--- src/rtl/npu_result_collector_pkg.sv ---
// Shared types and register map for the NPU result collector.
// Holds the FSM state type, Avalon address decode and STATUS/CTRL bit positions.
package npu_pkg;

  typedef enum logic [1:0] {
    RC_IDLE,
    RC_COLLECT,
    RC_DONE
  } rc_state_t;

  localparam logic [1:0] RC_ADDR_DATA   = 2'd0;
  localparam logic [1:0] RC_ADDR_STATUS = 2'd1;
  localparam logic [1:0] RC_ADDR_CTRL   = 2'd2;

  localparam int unsigned RC_ST_EMPTY = 8;
  localparam int unsigned RC_ST_FULL  = 9;
  localparam int unsigned RC_ST_OVF   = 10;
  localparam int unsigned RC_ST_DONE  = 11;
  localparam int unsigned RC_ST_BCNT  = 16;

  localparam int unsigned RC_CTRL_CLR_ALL = 0;
  localparam int unsigned RC_CTRL_CLR_OVF = 1;

  function automatic logic [31:0] rc_status(logic [7:0] cnt, logic empty, logic full,
                                            logic ovf, logic done, logic [7:0] bcnt);
    logic [31:0] s;
    s                          = '0;
    s[7:0]                     = cnt;
    s[RC_ST_EMPTY]             = empty;
    s[RC_ST_FULL]              = full;
    s[RC_ST_OVF]               = ovf;
    s[RC_ST_DONE]              = done;
    s[RC_ST_BCNT +: 8]         = bcnt;
    return s;
  endfunction

endpackage

--- src/rtl/npu_result_collector_if.sv ---
// Result stream input plus Avalon-MM slave port of the NPU result collector.
// The slave modport is the collector; master is the NPU/host side.
interface npu_result_collector_if;
  logic        start;
  logic        d_valid;
  logic [7:0]  d_out;
  logic        chipselect;
  logic        read;
  logic        write;
  logic [1:0]  address;
  logic [31:0] writedata;
  logic [31:0] readdata;
  logic        irq;

  modport master (
    output start, d_valid, d_out, chipselect, read, write, address, writedata,
    input  readdata, irq
  );

  modport slave (
    input  start, d_valid, d_out, chipselect, read, write, address, writedata,
    output readdata, irq
  );
endinterface

--- src/rtl/npu_result_collector_result_fifo.sv ---
// Synchronous word FIFO with flush; a push into a full FIFO succeeds only alongside a pop.
// drop_o flags a push that was lost because the FIFO was full.
module result_fifo #(
  parameter int unsigned Depth = 8,
  parameter int unsigned Width = 32,
  parameter int unsigned CntW  = $clog2(Depth) + 1
) (
  input  logic             clk_i,
  input  logic             rst_ni,
  input  logic             push_i,
  input  logic [Width-1:0] wdata_i,
  input  logic             pop_i,
  input  logic             flush_i,
  output logic [Width-1:0] rdata_o,
  output logic [CntW-1:0]  count_o,
  output logic             full_o,
  output logic             empty_o,
  output logic             drop_o
);
  localparam int unsigned AW = $clog2(Depth);

  logic [Width-1:0] mem_q [Depth];
  logic [AW-1:0]    wr_ptr_q, wr_ptr_d, rd_ptr_q, rd_ptr_d;
  logic [CntW-1:0]  count_q, count_d;
  logic             do_push, do_pop;

  assign full_o  = (count_q == CntW'(Depth));
  assign empty_o = (count_q == '0);
  assign count_o = count_q;
  assign rdata_o = mem_q[rd_ptr_q];

  assign do_pop  = pop_i & ~empty_o & ~flush_i;
  assign do_push = push_i & (~full_o | do_pop) & ~flush_i;
  assign drop_o  = push_i & ~do_push & ~flush_i;

  always_comb begin
    wr_ptr_d = wr_ptr_q;
    rd_ptr_d = rd_ptr_q;
    count_d  = count_q;
    if (flush_i) begin
      wr_ptr_d = '0;
      rd_ptr_d = '0;
      count_d  = '0;
    end else begin
      if (do_push) wr_ptr_d = wr_ptr_q + 1'b1;
      if (do_pop)  rd_ptr_d = rd_ptr_q + 1'b1;
      count_d = count_q + CntW'(do_push) - CntW'(do_pop);
    end
  end

  always_ff @(posedge clk_i or negedge rst_ni) begin
    if (!rst_ni) begin
      wr_ptr_q <= '0;
      rd_ptr_q <= '0;
      count_q  <= '0;
    end else begin
      wr_ptr_q <= wr_ptr_d;
      rd_ptr_q <= rd_ptr_d;
      count_q  <= count_d;
    end
  end

  // Storage needs no reset: count gates every observable read.
  always_ff @(posedge clk_i) begin
    if (do_push) mem_q[wr_ptr_q] <= wdata_i;
  end

endmodule

--- src/rtl/npu_result_collector.sv ---
// Packs the NPU D_OUT byte stream little-endian into 32-bit words, buffers them in a FIFO
// and exposes data/status/control on an Avalon-MM slave with a completion interrupt.
module npu_result_collector
  import npu_pkg::*;
#(
  parameter int unsigned N_RESULTS  = 10,
  parameter int unsigned FIFO_DEPTH = 8
) (
  input  logic                   clk,
  input  logic                   reset,
  npu_result_collector_if.slave  bus
);
  localparam int unsigned CNT_W = $clog2(FIFO_DEPTH) + 1;
  localparam logic [7:0]  NRes  = 8'(N_RESULTS);

  rc_state_t   state_q, state_d;
  logic [7:0]  byte_cnt_q, byte_cnt_d;
  logic [31:0] pack_q, pack_d;
  logic [1:0]  lane_q, lane_d;
  logic        push_q, push_d;
  logic [31:0] word_q, word_d;
  logic        ovf_q, ovf_d;
  logic        irq_q, irq_d;
  logic [31:0] readdata_q, readdata_d;

  logic [31:0] fifo_rdata;
  logic [CNT_W-1:0] fifo_count;
  logic        fifo_full, fifo_empty, fifo_drop;
  logic        rd_en, wr_ctrl, clear_all, clear_ovf, pop;
  logic [31:0] pack_new;
  logic [7:0]  cnt_next;
  logic        unused_wdata;

  assign rd_en     = bus.chipselect & bus.read;
  assign wr_ctrl   = bus.chipselect & bus.write & (bus.address == RC_ADDR_CTRL);
  assign clear_all = wr_ctrl & bus.writedata[RC_CTRL_CLR_ALL];
  assign clear_ovf = wr_ctrl & bus.writedata[RC_CTRL_CLR_OVF];
  assign pop       = rd_en & (bus.address == RC_ADDR_DATA) & ~fifo_empty;
  assign unused_wdata = ^bus.writedata[31:2];

  result_fifo #(
    .Depth (FIFO_DEPTH),
    .Width (32),
    .CntW  (CNT_W)
  ) u_fifo (
    .clk_i   (clk),
    .rst_ni  (reset),
    .push_i  (push_q),
    .wdata_i (word_q),
    .pop_i   (pop),
    .flush_i (clear_all),
    .rdata_o (fifo_rdata),
    .count_o (fifo_count),
    .full_o  (fifo_full),
    .empty_o (fifo_empty),
    .drop_o  (fifo_drop)
  );

  always_comb begin
    pack_new = pack_q;
    pack_new[{lane_q, 3'b000} +: 8] = bus.d_out;
    cnt_next = byte_cnt_q + 8'd1;
  end

  always_comb begin
    state_d    = state_q;
    byte_cnt_d = byte_cnt_q;
    pack_d     = pack_q;
    lane_d     = lane_q;
    push_d     = 1'b0;
    word_d     = word_q;
    ovf_d      = ovf_q;

    unique case (state_q)
      RC_IDLE, RC_DONE: begin
        if (bus.start) begin
          state_d    = RC_COLLECT;
          byte_cnt_d = '0;
          pack_d     = '0;
          lane_d     = '0;
        end
      end
      RC_COLLECT: begin
        if (bus.start) begin
          byte_cnt_d = '0;
          pack_d     = '0;
          lane_d     = '0;
        end else if (bus.d_valid) begin
          byte_cnt_d = cnt_next;
          // Completed word is staged in word_q and pushed on the following edge.
          if (lane_q == 2'd3 || cnt_next == NRes) begin
            word_d = pack_new;
            push_d = 1'b1;
            pack_d = '0;
            lane_d = '0;
          end else begin
            pack_d = pack_new;
            lane_d = lane_q + 2'd1;
          end
          if (cnt_next == NRes) state_d = RC_DONE;
        end
      end
      default: state_d = RC_IDLE;
    endcase

    if (clear_ovf) ovf_d = 1'b0;
    if (fifo_drop) ovf_d = 1'b1;

    if (clear_all) begin
      state_d    = RC_IDLE;
      byte_cnt_d = '0;
      pack_d     = '0;
      lane_d     = '0;
      push_d     = 1'b0;
      ovf_d      = 1'b0;
    end
  end

  always_comb begin
    irq_d      = (state_q == RC_DONE) & ~fifo_empty;
    readdata_d = readdata_q;
    if (rd_en) begin
      unique case (bus.address)
        RC_ADDR_DATA:   readdata_d = fifo_empty ? 32'h0 : fifo_rdata;
        RC_ADDR_STATUS: readdata_d = rc_status(8'(fifo_count), fifo_empty, fifo_full, ovf_q,
                                               state_q == RC_DONE, byte_cnt_q);
        default:        readdata_d = 32'h0;
      endcase
    end
  end

  always_ff @(posedge clk or negedge reset) begin
    if (!reset) begin
      state_q    <= RC_IDLE;
      byte_cnt_q <= '0;
      pack_q     <= '0;
      lane_q     <= '0;
      push_q     <= 1'b0;
      word_q     <= '0;
      ovf_q      <= 1'b0;
      irq_q      <= 1'b0;
      readdata_q <= '0;
    end else begin
      state_q    <= state_d;
      byte_cnt_q <= byte_cnt_d;
      pack_q     <= pack_d;
      lane_q     <= lane_d;
      push_q     <= push_d;
      word_q     <= word_d;
      ovf_q      <= ovf_d;
      irq_q      <= irq_d;
      readdata_q <= readdata_d;
    end
  end

  assign bus.readdata = readdata_q;
  assign bus.irq      = irq_q;

endmodule

--- src/flat_wrapper.sv ---
// flat-port wrapper written by rule: the top's interface ports become plain ports
module npu_result_collector_flat import npu_pkg::*;
#(
  parameter int unsigned N_RESULTS  = 10,
  parameter int unsigned FIFO_DEPTH = 8
)
  (clk, reset, bus_start, bus_d_valid, bus_d_out, bus_chipselect, bus_read, bus_write, bus_address, bus_writedata, bus_readdata, bus_irq);
  npu_result_collector_if bus_i ();
  input  logic clk;
  input  logic reset;
  input wire logic [$bits(bus_i.start)-1:0] bus_start;
  input wire logic [$bits(bus_i.d_valid)-1:0] bus_d_valid;
  input wire logic [$bits(bus_i.d_out)-1:0] bus_d_out;
  input wire logic [$bits(bus_i.chipselect)-1:0] bus_chipselect;
  input wire logic [$bits(bus_i.read)-1:0] bus_read;
  input wire logic [$bits(bus_i.write)-1:0] bus_write;
  input wire logic [$bits(bus_i.address)-1:0] bus_address;
  input wire logic [$bits(bus_i.writedata)-1:0] bus_writedata;
  output wire logic [$bits(bus_i.readdata)-1:0] bus_readdata;
  output wire logic [$bits(bus_i.irq)-1:0] bus_irq;
  assign bus_i.start = bus_start;
  assign bus_i.d_valid = bus_d_valid;
  assign bus_i.d_out = bus_d_out;
  assign bus_i.chipselect = bus_chipselect;
  assign bus_i.read = bus_read;
  assign bus_i.write = bus_write;
  assign bus_i.address = bus_address;
  assign bus_i.writedata = bus_writedata;
  assign bus_readdata = bus_i.readdata;
  assign bus_irq = bus_i.irq;
  npu_result_collector #(.N_RESULTS(N_RESULTS), .FIFO_DEPTH(FIFO_DEPTH)) u_core (.clk(clk), .reset(reset), .bus(bus_i));
endmodule
--- config.mk ---
export PLATFORM = sky130hd
export DESIGN_NAME = npu_result_collector_flat
export DESIGN_NICKNAME = d
export VERILOG_FILES = /design/src/rtl/npu_result_collector_pkg.sv /design/src/rtl/npu_result_collector_if.sv /design/src/rtl/npu_result_collector_result_fifo.sv /design/src/rtl/npu_result_collector.sv /design/src/flat_wrapper.sv
export SDC_FILE = /design/constraint.sdc
export NUM_CORES = 1
export LEC_CHECK = 0
export CAP_MARGIN = 30
export CORE_ASPECT_RATIO = 2
export CORE_UTILIZATION = 52
export DETAILED_ROUTE_END_ITERATION = 10
export HOLD_SLACK_MARGIN = 0.03
export PLACE_DENSITY = 0.71
export REMOVE_ABC_BUFFERS = 1
export SYNTH_ARGS = -nofsm -noshare
export SYNTH_HDL_FRONTEND = slang
export SYNTH_HIERARCHICAL = 1
export SYNTH_SLANG_ARGS = --single-unit
--- constraint.sdc ---
create_clock -name clk -period 6.6 [get_ports clk]
set_clock_uncertainty 0.1 [all_clocks]
set_input_delay 0.99 -clock clk [delete_from_list [all_inputs] [get_ports clk]]
set_output_delay 0.99 -clock clk [all_outputs]
set_load 0.05 [all_outputs]
After elaboration in Yosys (flattened, before gate mapping)
Memories as Yosys holds them, arrays and structs flattened.
Index checks and enable logic that the tools add are counted.
{"block": "word_totals", "wordCells": 107, "out_inout_bits": 33, "ram_bits": 256, "rom_bits": 0, "inputBits": 49, "latch_bits": 0, "regBits": 121, "memories": 1}
{"memory": "u_core.u_fifo.mem_q", "words": 8, "word_bits": 32, "read_ports": 1, "rd_ports_with_merged_regs": 0, "wr": 1, "line": "npu_result_collector_result_fifo.sv:22", "source": "logic [Width-1:0] mem_q [Depth];"}
{"block": "op_classes", "n_lt_le_gt_ge": 0, "n_eq_ne": 12, "n_div": 0, "shifts": 2, "n_addsub": 7, "reduce_logical": 12, "multipliers": 0, "n_mux": 41, "n_bitwise": 20}
{"cell": "$mux 32", "count": 6}
{"cell": "$pmux 32 s2", "count": 2}
{"cell": "$bwmux 32", "count": 1}
{"cell": "$mux 8", "count": 4}
{"cell": "$shift 8x7->32 const A", "count": 1}
{"cell": "$shiftx 8x7->32", "count": 1}
{"cell": "$mux 2", "count": 10}
{"cell": "$pmux 8 s2", "count": 1}
{"cell": "$and 1x1->1", "count": 14}
{"cell": "$mux 3", "count": 4}
{"cell": "$mux 1", "count": 10}
{"cell": "$ne 3x3->1 const B", "count": 3}
{"cell": "$add 8x1->8 const B", "count": 1}
{"cell": "$eq 8x4->1 const B", "count": 1}
{"cell": "$pmux 2 s2", "count": 2}
{"cell": "$reduce_and 4->1", "count": 2}
{"cell": "$neg 5->7", "count": 1}
{"cell": "$add 3x1->3 const B", "count": 2}
{"cell": "$eq 2x2->1 const B", "count": 3}
{"cell": "$reduce_bool 3->1", "count": 2}
{"cell": "$not 1->1", "count": 5}
{"cell": "$add 4x1->4", "count": 1}
{"cell": "$eq 2x1->1 const B", "count": 2}
{"cell": "$eq 4x4->1 const B", "count": 1}
{"cell": "other kinds (12)", "count": 14}

Logic depth before layout (Yosys ltp)
Gate-level depths: netlist of the first run.
{"block": "logic_depth", "depth_word": 13, "depth_mapped": 14, "depth_no_buf": 13}

Hierarchy
The synthesis of the first run kept the hierarchy.
{"module": "result_fifo", "seq_area_each_um2": 7937.6, "instances": 1, "cells_each": 450, "area_each_um2": 10324.9}
{"module": "npu_result_collector", "seq_area_each_um2": 2777.7, "instances": 1, "cells_each": 625, "area_each_um2": 6067.1}

Worst setup path before layout of the first run
No wires, ideal clock.
{"block": "synth_timing", "path_type": "input to register", "startpoint": "in bus_read", "endpoint": "mem u_core.u_fifo.mem_q[0][0] (enable)", "stages": 6, "t_arrival_ns": 4.487, "setup_slack_ns": 1.552, "setup_ns": 0.461, "path_buffers": 1, "t_required_ns": 6.039, "cell_sequence": "nand2_1 > nor4_1 > clkbuf_1 > nor3b_1 > o211ai_1 > nor3_1"}
{"block": "synth_via", "elab_chain_cells": 10}
{"element": "from (decl)", "line": "flat_wrapper.sv:15", "source": "input wire logic [$bits(bus_i.read)-1:0] bus_read;"}
{"element": "$and 1x1->1", "line": "npu_result_collector.sv:34", "source": "assign rd_en = bus.chipselect & bus.read;"}
{"element": "$and 1x1->1 (2 in a row)", "line": "npu_result_collector.sv:38", "source": "assign pop = rd_en & (bus.address == RC_ADDR_DATA) & ~fifo_empty;"}
{"element": "net u_core.pop", "line": "npu_result_collector.sv:29", "source": "logic rd_en, wr_ctrl, clear_all, clear_ovf, pop;"}
{"element": "$and 1x1->1 (2 in a row)", "line": "npu_result_collector_result_fifo.sv:32", "source": "assign do_pop = pop_i & ~empty_o & ~flush_i;"}
{"element": "$or 1x1->1", "line": "npu_result_collector_result_fifo.sv:33", "source": "assign do_push = push_i & (~full_o | do_pop) & ~flush_i;"}
{"element": "$and 1x1->1 (2 in a row)", "line": "npu_result_collector_result_fifo.sv:33"}
{"element": "$mux 1", "line": "npu_result_collector_result_fifo.sv:65", "source": "if (do_push) mem_q[wr_ptr_q] <= wdata_i;"}
{"element": "$mux 1 (not written as such)", "line": "npu_result_collector_result_fifo.sv:65"}
{"element": "to (decl)", "line": "npu_result_collector_result_fifo.sv:22"}
The timed path passes the listed nets, and every way through them passes these cells.

Final worst setup path of the first run
{"block": "layout_timing", "startpoint": "in bus_chipselect", "endpoint": "mem u_core.u_fifo.mem_q[3][12] (enable)"}
{"block": "layout_via", "elab_chain_cells": 10, "word_cells_on_any_way": 14, "cone_classes": "mux (2); bitwise (12)"}
{"element": "from (decl)", "line": "flat_wrapper.sv:14", "source": "input wire logic [$bits(bus_i.chipselect)-1:0] bus_chipselect;"}
{"element": "$and 1x1->1, on equally long branches", "line": "npu_result_collector.sv:34, npu_result_collector.sv:35"}
{"element": "$and 1x1->1, on equally long branches", "line": "npu_result_collector.sv:38, npu_result_collector.sv:35"}
{"element": "$and 1x1->1, on equally long branches", "line": "npu_result_collector.sv:38, npu_result_collector.sv:36"}
{"element": "$and 1x1->1 / $not 1->1 (equally long branches)", "line": "npu_result_collector_result_fifo.sv:32, npu_result_collector_result_fifo.sv:33"}
{"element": "$and 1x1->1", "line": "npu_result_collector_result_fifo.sv:32"}
{"element": "$or 1x1->1", "line": "npu_result_collector_result_fifo.sv:33"}
{"element": "$and 1x1->1", "line": "npu_result_collector_result_fifo.sv:33"}
{"element": "$and 1x1->1 *", "line": "npu_result_collector_result_fifo.sv:33"}
{"element": "$mux 1 *", "line": "npu_result_collector_result_fifo.sv:65"}
{"element": "$mux 1 (not written as such) *", "line": "npu_result_collector_result_fifo.sv:65"}
Mark *: on every way between the ends. The rest lies on a longest branch, timed or not.

==> results of run 1 <==
## cells in the final DEF, fill, tap and decap left out, types with 2 or more instances in the layout
cell,count
mux4_2,61
a22o_1,21
buf_4,23
a21oi_1,44
clkbuf_16,31
o31ai_1,2
nor2_1,45
clkdlybuf4s50_1,50
a211oi_1,32
mux4_1,3
ha_1,16
nor2b_1,71
edfxtp_1,256
clkbuf_1,11
dfrtp_1,119
mux2_2,34
and4b_1,2
bufinv_16,2
o211ai_1,2
and2_1,2
a222oi_1,12
nor2_4,6
o211ai_4,2
xnor2_1,2
inv_1,27
nand3_1,5
or3b_1,3
nor3_2,2
nor4bb_1,2
nand2_1,79
a21o_1,2
mux2i_1,33
nor3_1,2
o21ai_2,30
o21ai_0,18
and3_1,3
a221oi_1,32
clkbuf_8,4
nand2b_1,7
clkinv_2,4
## power by group
group	total [uW]	switching [uW]	internal, uW
Clock	1810	813	992
Combinational	1190	602	585
Sequential	2690	111	2580
## flip-flops by register name, indices dropped and copies added, names as in the netlist
register	flops
u_core/bus.irq	1
u_core/bus.readdata	32
u_core/byte_cnt_q	8
u_core/lane_q	2
u_core/ovf_q	1
u_core/pack_q	32
u_core/push_q	1
u_core/state_q	2
u_core/u_fifo/count_o	4
u_core/u_fifo/mem_q	256
u_core/u_fifo/rd_ptr_q	3
u_core/u_fifo/wr_ptr_q	3
u_core/word_q	32
## metal layers
metal / vias up / wire, um
li1: 4212 / -
met1: 4833 / 13100
met2: 228 / 19500
met3: 79 / 1160
met4: 0 / 1250
met5: - / 0
## metrics by stage
step / setup slack [ns] / power, uW / hold slack [ns] / util (%)
detailed placement: 1.75 / 3950 / 0.357 / 56.0
finish: 2.38 / 5680 / 0.311 / 59.1
global route: 2.22 / 5900 / 0.336 / 59.1
CTS: 2.33 / 5750 / 0.305 / 59.1
global placement: 1.82 / 3930 / 0.351 / 56.0
floorplan: -0.656 / 3620 / 0.342 / -
## kinds of logic after synthesis
group / after synthesis / synth area share [%]
AOI/OAI and AO/OA: 205 / 9.50
and+or+nand+nor: 243 / 7.50
buffers and inverters: 98 / 2.84
xor gates and xnor gates: 3 / 0.160
muxes: 132 / 13.3
DFF: 377 / 65.4
adders and majority gates: 17 / 1.34
## worst max path at each step
stage | start | to | slack [ns]
after floorplan | bus_read | u_core/u_fifo/mem_q[0][0] | -0.66
after global placement | bus_chipselect | u_core/u_fifo/mem_q[6][5] | 1.82
after detailed placement | bus_chipselect | u_core/u_fifo/mem_q[6][4] | 1.75
after CTS | bus_chipselect | u_core/u_fifo/mem_q[6][5] | 2.33
after global routing | bus_chipselect | u_core/u_fifo/mem_q[6][4] | 2.22
final | bus_chipselect | u_core/u_fifo/mem_q[3][12] | 2.38
## synth_stat cells (4+ instances only)
cell | instances | area (um2)
nor2_1 | 52 | 195
inv_1 | 27 | 101
nand3_1 | 5 | 25.0
nor2b_1 | 71 | 444
buf_2 | 12 | 60.1
nand2b_1 | 7 | 43.8
ha_1 | 16 | 200
o21ai_2 | 30 | 263
edfxtp_1 | 256 | 7690
mux2i_1 | 33 | 330
a22o_1 | 21 | 184
dfrtp_1 | 121 | 3030
mux2_2 | 34 | 383
a222oi_1 | 12 | 120
a21oi_1 | 44 | 220
clkbuf_1 | 47 | 176
o21ai_0 | 18 | 90.1
buf_6 | 11 | 124
mux4_2 | 61 | 1370
nand2_1 | 79 | 297
a211oi_1 | 32 | 240
nor3_1 | 4 | 20.0
a221oi_1 | 32 | 280
## final cells by class
| class | instances | area [um2] | share of cell area [%] |
|---|---|---|---|
| well taps | 418 | 523 | 2.86 |
| clock inverters | 10 | 109 | 0.594 |
| multi-input cells | 600 | 5310 | 29.0 |
| inverters | 27 | 101 | 0.553 |
| flip-flops and latches | 377 | 10700 | 58.5 |
| clock buffers | 46 | 872 | 4.76 |
| repair buffers | 74 | 684 | 3.74 |
==> results by stage, run 1 <==
Synth:
- The number of different library cells used by synthesis comes to 58.
- The yosys synthesis warning count is 6.
- The sequential cell area fraction in the yosys report is 65.4%.
- After technology mapping, the gate count stands at 1075.
- The average size of a mapped cell is ~15 um2.
- The summed instance area of the synthesized netlist is approximately 16000 um2.
- The number of synthesized register bits is 377.
- In the synthesized netlist the dominant register cell turns out to be edfxtp_1.
- Yosys mapped a number of flops with a built-in enable equal to about 260.
- In the synthesized netlist the async set-or-reset flop fraction comes to roughly 32%.

Timing:
- The number of max-slew violations in the final report is 0.
- At the pin with the least slew margin, the transition time is 1.04 ns.
- Setup violations remaining at the end of the flow were counted as 0.
- The period utilization is 63.9%.
- Counting I/O delays and the setup requirement, the final critical path takes between 4 and 5 ns.
- Setup repair after global routing left no endpoint under its margin.
- The top achievable clock speed is between 200 and 250 MHz.
- The summed negative setup slack over all endpoints is 0 ns.
- The number of hold-slack violations in the final timing report was 0.
- Measured against its own limit, the worst slew margin works out to approximately 30%.

CTS:
- The post-CTS repair timing setup buffer count is 0.
- The maximum count of clock buffers along a single path is 3.
- The clock latency reported for the late side of the worst-skew pair is about 0.57 ns.
- CTS placed an instance of clkbuf_16 at the clock tree root.
- Hold repair after CTS inserted 0 buffers.
- The number of clock sinks seen by CTS is 377.
- After clock tree synthesis, the repair step resized 0 gates.
- Buffers inserted during clock tree synthesis total 31.
- TritonCTS built the clock tree.
- After clock tree synthesis, the clock-pin slew on the worst setup and hold paths is roughly 0.06 ns.
- In this run the number of H-tree levels came out at 1.

Worst setup path:
- The number of cells on the critical path is 9.
- The kind of end point of the critical path is a register.
- The classification of the worst setup path is input pin to register.
- STA puts the critical path data required time at approximately 6.7 ns.
- The reg-to-reg critical path startpoint is u_core/u_fifo/count_o[2].
- Counting both buffers and inverters, the worst setup path holds a total of 4.
- The number of cells on the worst reg-to-reg path is 10.
- Walking the worst path, the cells encountered are clkdlybuf4s50_1 -> nand2_1 -> buf_4 -> nor4_2 -> buf_4 -> nor3b_1 -> o211ai_1 -> nor2_4 -> buf_4.
- The largest incremental delay on the critical path is 0.71 ns.
- Counting stages on the worst path, the most repeated cell is buf_4.
- The worst register-to-register path ends at u_core/u_fifo/mem_q[3][12].
- The worst setup slack for register-to-register paths is 2.53 ns.
- The type of element launching the critical path is an input pin.
- At the worst endpoint, the arrival time is ~4.4 ns.
- The cell type group with the largest total delay on the critical path is buffers and inverters.
- For this design, the slowest cell found on the critical path is nor2_4.
- Along the worst path, the maximum fanout reaches 34.

Floorplan:
- 82 I/O pins were placed.
- The die height is 253 um.
- The count of standard-cell rows is 91.
- The area inside the core boundary is approximately 31000 um2.
- The effective utilization at floorplan is 52.9%.
- The floorplan step defined a die boundary enclosing about 32000 um2.
- The die is between 100 and 150 um wide.

GRT:
- The global-route wire length before repair is 55000 um.
- The global-route usage over all layers is 22.7%.
- The initial antenna violation count was 0.
- The via count of the first global-routing pass is about 9800.
- The busiest metal layer after global routing is met2.
- Global routing used a little over two fifths of the available met2 tracks.
- In the global route stage, met1 resource usage came out at between 20 and 30%.
- Entering global routing, the biggest net connects a little under 70 pins.
- The met3 track demand over resource is about 2.1%.
- The total congestion overflow is 0.

Placed design:
- The congestion estimate from routability-driven global placement came to slightly below 0.8.
- Detailed placement ended at an HPWL of between 20000 and 25000 um.
- Summing all placed instances gives a cell area of between 15000 and 20000 um2.
- The count of buffers added on input and output ports is 51.
- The total placed cells including tap cells is 1496.

Route:
- After detailed routing, the number of vias per cell comes to 6.03.
- The detailed-router iteration count before antenna repair is 8.
- In this run the remaining antenna-violating nets after routing total 0.
- In the routed design, unresolved DRC markers number 0.
- After detailed routing, the average wire length per cell comes to ~23 um.
- The wire length after detailed routing is around 35000 um.
- The violation count after the first detailed-routing iteration is roughly 680.
- The final route contains between 9000 and 10000 vias.

Power:
- Dividing total power by cell area gives a power density of 310 nW/um2.
- The cell leakage power is 0.00643 uW.
- The maximum vdd drop is around 0.23 mV.

Final layout:
- Cells with a size suffix above 1 make up roughly a fifth of the layout.
- Counting the fill cells in the layout gives ~2400.
- The number of diodes is 0.
- The layout-stage area growth over the synthesis result is 11.7%.
- The final standard cell area without fillers is 18300 um2.
- After the flow finishes, the layout carries non-filler instances totaling between 1500 and 2000.
- The number of nets in the layout is between 1000 and 1500.

Worst hold path:
- The tightest min-delay check is of the input pin to asynchronous set/reset pin type.

Job:
- Max-cap violations in this run came to 0.

Outcome:
- The run finished with clean final reports.
(Power assumes the default switching activity.)
==> run 2: changes to the inputs <==
Clock period 6.6 ns to 4 ns, I/O delays scaled along.
==> results by stage, run 2 (same netlist as run 1, synthesis figures left out) <==
Outcome:
- The run finished with clean final reports.

CTS:
- The clock-pin transition on the worst setup and hold timing paths is 0.07 ns.
- The number of clock sinks seen by CTS is approximately 380.
- For the worst-skew pair, the clock arrives at the later sink with an insertion delay of roughly 0.57 ns.
- The clock root buffer master is clkbuf_16.
- The maximum count of clock buffers along a single path is 3.
- The post-cts repair resize count is 0.
- The total number of H-tree levels is 1.
- The total clock buffers created by CTS is 31.
- TritonCTS built the clock tree.

GRT:
- Entering global routing, the biggest net connects 79 pins.
- The routing usage on met2 is about 44%.
- The global routing stage identified its most utilized layer as met2.
- The total congestion overflow is 0.
- The via count of the first global-routing pass is roughly 9800.
- The global routing usage on met1 is between 20% and 30%.
- For this run, global-route usage on met3 was measured as around 2.2%.
- The global-route wire length before repair is between 50000 and 60000 um.
- The global-route usage over all layers is a little under a quarter.
- The initial antenna violation count is 0.

Timing:
- Setup violations remaining at the end of the flow were counted as 0.
- The top achievable clock speed is ~300 MHz.
- Setup slack closes at about 0.69 ns.
- At the pin with the least slew margin, the transition time is between 0.9 and 1 ns.
- Setup repair after global routing left no endpoint under its margin.
- The number of hold-slack violations in the final timing report is 0.
- Adding up every negative setup slack in the final design gives 0 ns.
- Headroom to the max-slew limit came out at about 39%.
- The number of max-slew violations in the final report came to 0.
- The post-route minimum period is 3.31 ns.
- Across all hold checks on the routed design, the worst slack comes to about 0.37 ns.
- The period utilization is around 83%.

Placed design:
- In this run the tool buffered the top-level ports with between 50 and 60 buffer cells.
- The detailed placer's ending HPWL is 20900 um.
- The worst slack at placement is a little under 0.5 ns.
- The routability congestion estimate from global placement is ~0.78.
- The area of placed instances is 17500 um2.

Worst setup path:
- STA puts the critical path data required time at 4.35 ns.
- The highest net fanout along the worst path is 8.
- The arrival time of data at the critical path endpoint is ~3.7 ns.
- The capture point of the worst reg-to-reg path is u_core/u_fifo/count_o[3].
- The worst setup path is captured at a register.
- For this run, the slowest stage of the critical path takes approximately 0.34 ns.
- The reg-to-reg critical path startpoint is u_core/u_fifo/count_o[2].
- Traced cell by cell, the critical path runs through inv_1 -> ha_1 -> or3b_1 -> inv_1 -> nor4_2 -> nor3b_1 -> o21ai_0 -> ha_1 -> inv_1 -> ha_1 -> a21o_1 -> a21oi_1 -> mux2_2.
- Measured in cells, the most critical reg-to-reg path has a length of 13.
- The critical path in this run is classified as register to register.
- The slowest library cell on the worst path is dfrtp_1.
- The worst setup slack for register-to-register paths is approximately 0.69 ns.
- The worst setup path is launched from a register.

Route:
- Summing over every cut layer, the via total after detailed routing is about 9400.
- The wire length after detailed routing is 35700 um.
- The number of nets with antenna violations after routing is 0.
- The routed length per instance is 22.9 um.
- In the routed design, unresolved DRC markers number 0.
- The first TritonRoute pass finished after 6 iterations.
- The violation count after the first detailed-routing iteration is 766.
- Using the TritonRoute via totals, the vias-per-cell ratio works out to a little over 6.

Final layout:
- The flip-flop count of the largest register, all copies and words added is approximately 260.
- In the final layout, the share of cells above drive strength 1 is ~20%.
- With fillers left out, the area of the finished cells amounts to between 15000 and 20000 um2.
- The register with the highest flop count is u_core/u_fifo/mem_q.
- The most frequent standard cell in the layout excluding fill and tap cells is edfxtp_1.
- The number of diodes is 0.
- Relative to the synthesized area, the layout overhead comes to 13.5%.
- Leaving out fill and tap cells, the most frequent cells in the layout are edfxtp_1, dfrtp_1, nand2_1, nor2b_1, mux4_2.
- After the last flow step, the layout net total stands at 1186.

Power:
- For this design the ratio of total power to cell area is approximately 520 nW/um2.
- Summed over all cells, the static leakage comes to between 0.006 and 0.007 uW.
- Total power for the finished layout comes to between 9000 and 10000 uW.
- The maximum vdd drop is ~0.48 mV.

Floorplan:
- The effective utilization at floorplan is 52.9%.
- The area inside the core boundary is slightly above 30000 um2.
- The count of standard-cell rows is about 90.
- From bottom edge to top edge, the die measures approximately 250 um.
- 82 I/O pins were placed.
- In this run the horizontal extent of the chip is between 100 and 150 um.
- The die outline area is between 30000 and 40000 um2.

Worst hold path:
- The number of cells on the worst hold path is 2.
- The worst hold path terminates at u_core/pack_q[5].
- The start point of the worst hold path is u_core/pack_q[5].
- The worst min-delay path class is register to register.

Job:
- The max-capacitance violation count is 0.
-- run 2: cell types whose count changed in the layout (fill, tap and decap cells not counted), moves of 2 or more --
cell,previous run,this run
buf_12,0,9
clkbuf_1,11,4
bufinv_16,2,6
clkbuf_8,4,1
clkinv_1,1,4
buf_4,23,21
clkinv_2,4,6
-- run 2: critical path, delay by kind of cell (launching register included) --
| family | cells | cell delay (ns) |
|---|---|---|
| simple gates | 3 | 0.90 |
| mux | 1 | 0.34 |
| fa+ha+maj | 3 | 0.75 |
| compound gates | 3 | 0.50 |
| buf+inv | 3 | 0.27 |
| flops | 1 | 0.34 |
-- run 2: routing by layer --
layer	part of all wire [%]	wire, um
met3	4.7	1670
met4	2.6	918
met5	0	0
met1	36	12900
met2	57	20300
-- run 2: how the worst max path moves through the flow --
| stage | depth (start not counted) | startpoint | endpoint |
|---|---|---|---|
| finish | 13 | u_core/u_fifo/count_o[2] | u_core/u_fifo/count_o[3] |
| global route | 13 | u_core/u_fifo/count_o[2] | u_core/u_fifo/count_o[3] |
| CTS | 13 | u_core/u_fifo/count_o[2] | u_core/u_fifo/count_o[3] |
| detailed placement | 11 | bus_address[0] | u_core/u_fifo/count_o[3] |
| global placement | 11 | bus_address[0] | u_core/u_fifo/count_o[3] |
| floorplan | 5 | bus_read | u_core/u_fifo/mem_q[0][0] |
-- run 2: final cells by class --
type	count	area [um2]
clock inverters	21	267
fillers	2404	12400
repair buffers	83	887
clock buffers	36	805
multi-input cells	600	5300
flip-flops and latches	377	10700
well taps	418	523
inverters	27	101
-- run 2: repair_timing --
item / CTS / global route
setup endpoints to repair: 0 / 0
setup buffers: 0 / 0
hold endpoints to repair: 20 / 0
hold buffers: 1 / 0
-- run 2: power breakdown --
| group | internal (uW) | total [uW] | switching [uW] |
|---|---|---|---|
| sequential | 4260 | 4390 | 129 |
| combinational | 995 | 2030 | 1040 |
| clock | 1830 | 3190 | 1360 |
-- run 2: through the flow --
step	utilization [%]	cells
2_1_floorplan	-	1004
3_3_place_gp	56.5	1503
3_5_place_dp	56.6	1504
4_1_cts	60.1	1562
5_1_grt	60.1	1562
6_report	60.1	1562
